**src/rtl/gpio_input_debounce.sv**
```systemverilog
// Per-channel two-flop synchroniser and debounce filter for board buttons/switches.
// Emits a clean level, one-cycle press/release pulses and a wrapping press-event count.
module gpio_input_debounce #(
    parameter int unsigned WIDTH           = 8,
    parameter int unsigned DEBOUNCE_CYCLES = 16,
    parameter bit          ACTIVE_LOW      = 1'b1
) (
    input  logic             clk,
    input  logic             rst,
    input  logic [WIDTH-1:0] pins_in,
    output logic [WIDTH-1:0] state_out,
    output logic [WIDTH-1:0] rise,
    output logic [WIDTH-1:0] fall,
    output logic [7:0]       press_count
);

    localparam int unsigned   CW   = $clog2(DEBOUNCE_CYCLES);
    localparam logic [CW-1:0] TERM = CW'(DEBOUNCE_CYCLES - 1);

    logic [WIDTH-1:0] pol;
    logic [WIDTH-1:0] s1_q, s2_q;
    logic [WIDTH-1:0] state_q, state_d;
    logic [WIDTH-1:0] rise_q, rise_d;
    logic [WIDTH-1:0] fall_q, fall_d;
    logic [CW-1:0]    cnt_q [WIDTH];
    logic [CW-1:0]    cnt_d [WIDTH];
    logic [7:0]       press_q, press_d;

    assign pol = ACTIVE_LOW ? ~pins_in : pins_in;

    // Counter value 0 is STABLE, non-zero is SETTLING; terminal count with a mismatch accepts.
    always_comb begin
        state_d = state_q;
        rise_d  = '0;
        fall_d  = '0;
        for (int unsigned i = 0; i < WIDTH; i++) begin
            cnt_d[i] = '0;
            if (s2_q[i] != state_q[i]) begin
                if (cnt_q[i] == TERM) begin
                    state_d[i] = s2_q[i];
                    rise_d[i]  = s2_q[i];
                    fall_d[i]  = ~s2_q[i];
                end else begin
                    cnt_d[i] = cnt_q[i] + 1'b1;
                end
            end
        end
    end

    // One increment per cycle with any press, regardless of how many channels pressed.
    assign press_d = press_q + {7'd0, |rise_q};

    always_ff @(posedge clk or posedge rst) begin
        if (rst) begin
            s1_q    <= '0;
            s2_q    <= '0;
            state_q <= '0;
            rise_q  <= '0;
            fall_q  <= '0;
            press_q <= '0;
            for (int unsigned i = 0; i < WIDTH; i++) begin
                cnt_q[i] <= '0;
            end
        end else begin
            s1_q    <= pol;
            s2_q    <= s1_q;
            state_q <= state_d;
            rise_q  <= rise_d;
            fall_q  <= fall_d;
            press_q <= press_d;
            for (int unsigned i = 0; i < WIDTH; i++) begin
                cnt_q[i] <= cnt_d[i];
            end
        end
    end

    assign state_out   = state_q;
    assign rise        = rise_q;
    assign fall        = fall_q;
    assign press_count = press_q;

endmodule
```
**config.mk**
```make
export PLATFORM = sky130hd
export DESIGN_NAME = gpio_input_debounce
export DESIGN_NICKNAME = d
export VERILOG_FILES = /design/src/rtl/gpio_input_debounce.sv
export SDC_FILE = /design/constraint.sdc
export NUM_CORES = 1
export LEC_CHECK = 0
export CAP_MARGIN = 40
export CORE_MARGIN = 5
export CORE_UTILIZATION = 25
export CTS_CLUSTER_SIZE = 25
export DETAILED_ROUTE_END_ITERATION = 16
export PLACE_DENSITY = 0.48
export SYNTH_ARGS = -nofsm -noshare
export SYNTH_HDL_FRONTEND = slang
export SYNTH_SLANG_ARGS = --single-unit
```
**constraint.sdc**
```tcl
create_clock -name clk -period 2.75 [get_ports clk]
set_clock_uncertainty 0.15 [all_clocks]
set_input_delay 0.55 -clock clk [delete_from_list [all_inputs] [get_ports clk]]
set_output_delay 0.55 -clock clk [all_outputs]
set_load 0.02 [all_outputs]
```
==> reports/qor.csv, run 1 <==
stage;metric;value;unit
global_routing;first-pass GRT wire length;9140;um
clocking;Hold Buf Count CTS;0;
clocking;CTS buffer count;9;
setup_path;CP Max Fanout;5;
final_layout;storage element area;0.00200;sq mm
clocking;setup bufs post-CTS;0;
clocking;H-tree depth;3;
setup_path;Worst Path Arrival;1.40;ns
yosys;FF+latch count, synth;80;
clocking;Clock Latency Late Sink;0.33;ns
yosys;Post-Syn Area;0.00307;sq mm
sta;Worst-Margin Slew;0.433;ns
clocking;CTS Buffer Depth;2;
routing;Top Metal Used;met4;
global_routing;largest net degree at the start of global routing;81;
job;max-cap violations;0;
setup_path;Bufs and invs on worst path;1;
floorplan;Die X;121;um
final_layout;multi-input logic area;0.00101;sq mm
final_layout;n_diodes;0;
power;final total power;2.57;mW
setup_path;Levels on crit path;1;
sta;unrepaired setup endpoints after global routing;no;
setup_path;Critical Path RT;2.05;ns
final_layout;Fillers;1187;
clocking;CTS tree;done;
place;placed insts;416;
floorplan;I/O pins;42;
final_layout;nets@finish;300;
routing;total wire length;5230;um
min_path;worst hold path class;reg -> reg;
routing;DRT iter0 DRCs;93;
global_routing;initial antenna violation count;0;
routing;routed wl met2;2210;um
clocking;cts repair resizes;0;
routing;drt drc;0;
sta;FMAX;0.475;GHz
run_status;status;finished clean;
floorplan;row cnt;40;
power;Int Pwr;2.02;mW
routing;vias per cell;4.24;
floorplan;Core Region;0.0120;sq mm
routing;Post-Route M1 WL;2520;um
place;Setup WS pre-CTS;0.881;ns
sta;setup ws final;0.646;ns
routing;drt pass-1 iters;4;
setup_path;CP Capture Point;state_out[5];
routing;WL per Instance;12.1;um
sta;Final min period;2.10;ns
sta;Max-slew headroom;71.2;%
setup_path;Setup crit end kind;output port;
global_routing;number of global-route vias before repair;1939;
clocking;register clock-pin slew on the reported worst setup and hold paths;0.06;ns
place;port bufs;41;
power;power density cells;644;mW/mm^2
yosys;post-synth top area share;65.1;%
setup_path;FF-to-FF path depth;6;
power;Leak Pwr;1.72;nW
routing;Routed met3 length;423;um
final_layout;post-layout util;33.3;%
routing;via count;1831;
sta;Fin Hold WS;0.196;ns
place;gpl congestion;0.693;
clocking;CTS sink cnt;80;
yosys;top post-synthesis cells by area;dfrtp_1 (65%), xnor2_1 (6.0%), nor3b_1 (5.1%);
setup_path;CP Cell Sequence;clkdlybuf4s50_1;
yosys;count of different cell masters after synthesis;19;
yosys;Gate Count Post-Synth;227;
setup_path;Reg-to-Reg End;press_count[6];
sta;period utilization;76.5;%
clocking;clock root buffer;clkbuf_16;
yosys;Ys Warns;0;
setup_path;CP max-delay cell;clkdlybuf4s50_1;
final_layout;cell area after layout;0.00400;sq mm
power;Switching Share;21.5;%
setup_path;FF-to-FF setup slack;0.93;ns
sta;Hold Violations, Final;0;
setup_path;delay-heaviest family, CP;buffers and inverters;
setup_path;CP peak stage delay;0.64;ns
sta;Max Slew Vio Count;0;
power;Switch Pwr;0.553;mW
floorplan;initial core utilization;25.6;%
place;DP HPWL;3520;um
final_layout;Non-Filler Instances;432;
yosys;Net Count, Synth;247;
place;placed cell area;0.00369;sq mm
power;Reg power frac;48.8;%
floorplan;die height;121;um
sta;TNS Setup;0;ns
floorplan;total die area;0.0146;sq mm
setup_path;Critical Path Start;state_out[5];
yosys;Yosys top cell by area;dfrtp_1;
setup_path;worst r2r src;rise[3];
yosys;sequential area share after synthesis;65.1;%
global_routing;GRT Residual Overflow;0;
setup_path;Setup CP Type;reg -> out;
sta;Final Setup Violations;0;
power;Logic pwr share;4.3;%
final_layout;Layout area overhead;30.1;%
final_layout;share of layout cells above drive strength 1;11.9;%
routing;antenna-violating nets left;0;
power;clock power share;46.9;%
global_routing;Tot GR Track Use;8.05;%
power;Peak VDD IR;238;uV
setup_path;Critical Path Start Type;flip-flop;
yosys;syn_area_per_cell;13.5;sq um
## flip-flops by register name (all words and copies together), names as in the netlist
signal       cells
state_out        8
cnt_q           32
rise             8
press_count      8
fall             8
s2_q             8
s1_q             8
## metal layers
metal  up-vias  global-route usage (%)
met3         8                    4.85
li1        890                       -
met5         -                       0
met1       891                    9.73
met2        42                    11.5
met4         0                    3.40
## placed cells by master (no fill, tap or decap)
cell type	n
dfrtp_1	80
nor2_1	8
inv_1	16
a21oi_1	16
ha_1	10
mux2_2	5
clkinv_2	2
nor3b_1	21
bufinv_16	1
clkbuf_16	9
clkdlybuf4s50_1	41
xor2_1	1
buf_12	1
nand3_2	8
nand2_1	1
mux2_4	3
clkbuf_8	2
xnor2_1	21
nand3_1	5
and3_1	2
clkinvlp_4	3
o21ai_0	8
nor2b_1	8
nand4b_1	8
nor4_1	2
a311oi_1	3
## how the worst min path moves through the flow
stage             from      end  slack, ns  cells after the start
2_1_floorplan  s1_q[0]  s2_q[0]       0.18                      0
3_3_place_gp   s1_q[4]  s2_q[4]       0.18                      0
3_5_place_dp   s1_q[5]  s2_q[5]       0.18                      0
4_1_cts        s1_q[5]  s2_q[5]       0.20                      0
5_1_grt        s1_q[4]  s2_q[4]       0.20                      0
6_report       s1_q[4]  s2_q[4]       0.20                      0
## power groups by stage
stage	clock network [mW]	logic (mW)	registers [mW]
6_report	1.21	0.111	1.26
5_1_grt	1.31	0.130	1.26
4_1_cts	1.27	0.115	1.26
3_5_place_dp	0	0.114	1.28
3_3_place_gp	0	0.113	1.28
2_1_floorplan	0	0.0799	1.27
## layout make-up
class	instances	share of cell area, %
Clock buffer	11	6.32
Clock inverter	5	1.38
Inverter	17	1.69
Multi-Input combinational cell	130	25.2
Sequential cell	80	50.1
Tap cell	147	4.60
Timing Repair Buffer	42	10.8
## kinds of logic (layout without fill, tap and decap cells)
| family | count (synthesis) | in the layout | synth area share [%] |
|---|---|---|---|
| flops | 80 | 80 | 65.1 |
| simple gates | 63 | 63 | 14.4 |
| compound gates | 27 | 27 | 4.76 |
| xor+xnor | 22 | 22 | 6.27 |
| buf+inv | 17 | 75 | 2.08 |
| fa+ha+maj | 10 | 10 | 4.07 |
| mux | 8 | 8 | 3.30 |
## cells in the mapped netlist (all sizes together)
master and instances:
a21oi 16, a311oi 3, and3 2, dfrtp 80, ha 10, inv 17
mux2 8, nand2 1, nand3 13, nand4b 8, nor2 8, nor2b 8
nor3b 21, nor4 2, o21ai 8, xnor2 21, xor2 1
Note: power is estimated with default switching activity, not from simulation.
==> inputs of run 2 (changes only) <==
PLACE_DENSITY = 0.47   (was 0.48)
clock period = 2.05 ns   (was 2.75 ns; I/O delays follow)
==> run 2 against run 1 <==
Compared with the run above: wire length grew 1.7%; sequential power is 33% higher; sequential share of layout area is 0.37 points lower; setup slack got worse by 0.56 ns; global-route usage increased by 0.13 points; hold slack gained 0.0010 ns; total power is 35% higher; count of clock-buffer cells in the layout decreased by 2; first-iteration DRC count down 1.1%; die area stayed put; largest cell class unchanged; largest power group unchanged.
==> reports/qor.csv, run 2 (synthesis results as in run 1) <==
stage;metric;value;unit;change
run_status;status;finished clean;;unchanged
setup_path;CP max-delay cell;clkdlybuf4s50_1;;unchanged
floorplan;initial core utilization;25.6;%;unchanged
routing;via count;1795;;was 1831
min_path;depth of the worst hold-timing path;0;;unchanged
routing;drt drc;0;;unchanged
min_path;worst hold path class;reg -> reg;;unchanged
global_routing;initial antenna violation count;0;;unchanged
power;clock power share;47.0;%;was 46.9%
power;Switch Pwr;0.722;mW;was 0.553 mW
sta;FMAX;0.510;GHz;
setup_path;FF-to-FF setup slack;0.20;ns;was 0.93 ns
sta;Max Slew Vio Count;0;;unchanged
clocking;cts repair resizes;0;;unchanged
setup_path;delay-heaviest family, CP;buffers and inverters;;unchanged
sta;TNS Setup;0;ns;unchanged
power;Logic pwr share;4.6;%;was 4.3%
place;DP HPWL;3660;um;was 3520 um
sta;Worst-Margin Slew;0.458;ns;was 0.433 ns
routing;drt pass-1 iters;4;;unchanged
floorplan;die height;121;um;unchanged
global_routing;GRT Residual Overflow;0;;unchanged
power;Int Pwr;2.76;mW;was 2.02 mW
sta;Final Setup Violations;0;;unchanged
place;placed cell area;0.00373;sq mm;was 0.00369 sq mm
final_layout;max FFs per register;32;;unchanged
setup_path;Setup crit end kind;output port;;unchanged
sta;Max-slew headroom;69.2;%;was 71.2%
setup_path;Worst Path Arrival;1.40;ns;about the same
routing;vias per cell;4.16;;was 4.24
global_routing;Tot GR Track Use;8.18;%;was 8.05%
clocking;H-tree depth;3;;unchanged
floorplan;Core Region;0.0120;sq mm;unchanged
final_layout;nets@finish;302;;was 300
setup_path;Bufs and invs on worst path;1;;unchanged
sta;unrepaired setup endpoints after global routing;no;;unchanged
routing;WL per Instance;12.4;um;was 12.1 um
place;port bufs;41;;unchanged
floorplan;I/O pins;42;;unchanged
routing;antenna-violating nets left;0;;unchanged
floorplan;Die X;121;um;unchanged
job;max-cap violations;0;;unchanged
clocking;CTS sink cnt;80;;unchanged
power;power density cells;864;mW/mm^2;was 644 mW/mm^2
setup_path;Critical Path RT;1.49;ns;was 2.05 ns
power;Switching Share;20.8;%;was 21.5%
min_path;Min-Delay Endpoint;s2_q[1];;was s2_q[4]
final_layout;cell area after layout;0.00403;sq mm;was 0.00400 sq mm
clocking;clock root buffer;clkbuf_16;;unchanged
clocking;setup bufs post-CTS;0;;unchanged
global_routing;largest net degree at the start of global routing;30;;was 81
final_layout;most frequent cells in the layout;dfrtp_1 (80), clkdlybuf4s50_1 (41), xnor2_1 (21), nor3b_1 (21);;unchanged
setup_path;Setup CP Type;reg -> out;;unchanged
floorplan;row cnt;40;;unchanged
clocking;Hold Buf Count CTS;0;;unchanged
clocking;Clock Latency Late Sink;0.32;ns;was 0.33 ns
setup_path;worst r2r src;rise[3];;unchanged
routing;DRT iter0 DRCs;92;;was 93
power;final total power;3.48;mW;was 2.57 mW
place;gpl congestion;0.720;;was 0.693
setup_path;Critical Path Start Type;flip-flop;;unchanged
sta;Final min period;1.96;ns;
global_routing;number of global-route vias before repair;1938;;was 1939
sta;period utilization;95.6;%;
clocking;CTS buffer count;9;;unchanged
power;Leak Pwr;1.73;nW;was 1.72 nW
global_routing;first-pass GRT wire length;9390;um;was 9140 um
clocking;CTS Buffer Depth;2;;unchanged
setup_path;CP Cell Sequence;clkdlybuf4s50_1;;unchanged
clocking;register clock-pin slew on the reported worst setup and hold paths;0.05;ns;was 0.06 ns
setup_path;FF-to-FF path depth;6;;unchanged
final_layout;Reg with most FFs;cnt_q;;unchanged
setup_path;Reg-to-Reg End;press_count[4];;was press_count[6]
setup_path;CP Max Fanout;5;;unchanged
clocking;CTS tree;done;;unchanged
min_path;Hold Path Origin;s1_q[1];;was s1_q[4]
final_layout;commonest non-fill, non-tap cell in the layout;dfrtp_1;;unchanged
sta;Hold Violations, Final;0;;unchanged
power;Peak VDD IR;305;uV;was 238 uV
floorplan;total die area;0.0146;sq mm;unchanged
setup_path;CP peak stage delay;0.65;ns;was 0.64 ns
routing;total wire length;5320;um;was 5230 um
power;Reg power frac;48.4;%;was 48.8%
final_layout;Layout area overhead;31.1;%;was 30.1%
final_layout;share of layout cells above drive strength 1;11.6;%;was 11.9%
final_layout;n_diodes;0;;unchanged
## run 2: cell count changes in the layout (fill, tap and decap cells not counted), sizes merged
cell,before,now
bufinv,1,2
clkinv,2,1
clkinvlp,3,2
clkbuf,11,9
buf,1,3
## run 2: stage by stage
stage | setup slack [ns] | std cells | utilization, % | hold WS [ns]
finish | 0.0903 | 431 | 33.5 | 0.197
global placement | 0.233 | 418 | 31.1 | 0.181
floorplan | 0.398 | 227 | - | 0.181
detailed placement | 0.212 | 418 | 31.1 | 0.185
CTS | 0.0703 | 431 | 33.5 | 0.197
global route | 0.0111 | 431 | 33.5 | 0.199
## run 2: final cells by class
type | instances | area (sq um)
Clock inverter | 4 | 72.6
Multi-Input combinational cell | 130 | 1010
Timing Repair Buffer | 44 | 470
Fill cell | 1182 | 7980
Tap cell | 147 | 184
Clock buffer | 9 | 225
Sequential cell | 80 | 2000
Inverter | 17 | 67.6
## run 2: per-layer routing
metal	global-route usage, %	wire [um]	share of wire, %
met5	0	0	0
met4	3.40	51	0.96
met3	4.43	489	9.2
met2	11.4	2110	40
met1	10.5	2670	50
## run 2: power groups by stage
stage          registers (mW)  clock network, mW  logic [mW]
5_1_grt                  1.69               1.75       0.189
4_1_cts                  1.68               1.70       0.165
6_report                 1.68               1.63       0.160
2_1_floorplan            1.70                  0       0.107
3_5_place_dp             1.71                  0       0.163
3_3_place_gp             1.71                  0       0.162
## run 2: worst max path at each step
stage                 startpoint              to  slack (ns)  cells past startpoint
floorplan                rise[3]  press_count[4]        0.40                      6
detailed placement       rise[3]  press_count[4]        0.21                      6
global placement         rise[3]  press_count[6]        0.23                      6
global route             rise[3]  press_count[4]        0.01                      6
finish              state_out[1]    state_out[1]        0.09                      1
CTS                 state_out[0]    state_out[0]        0.07                      1
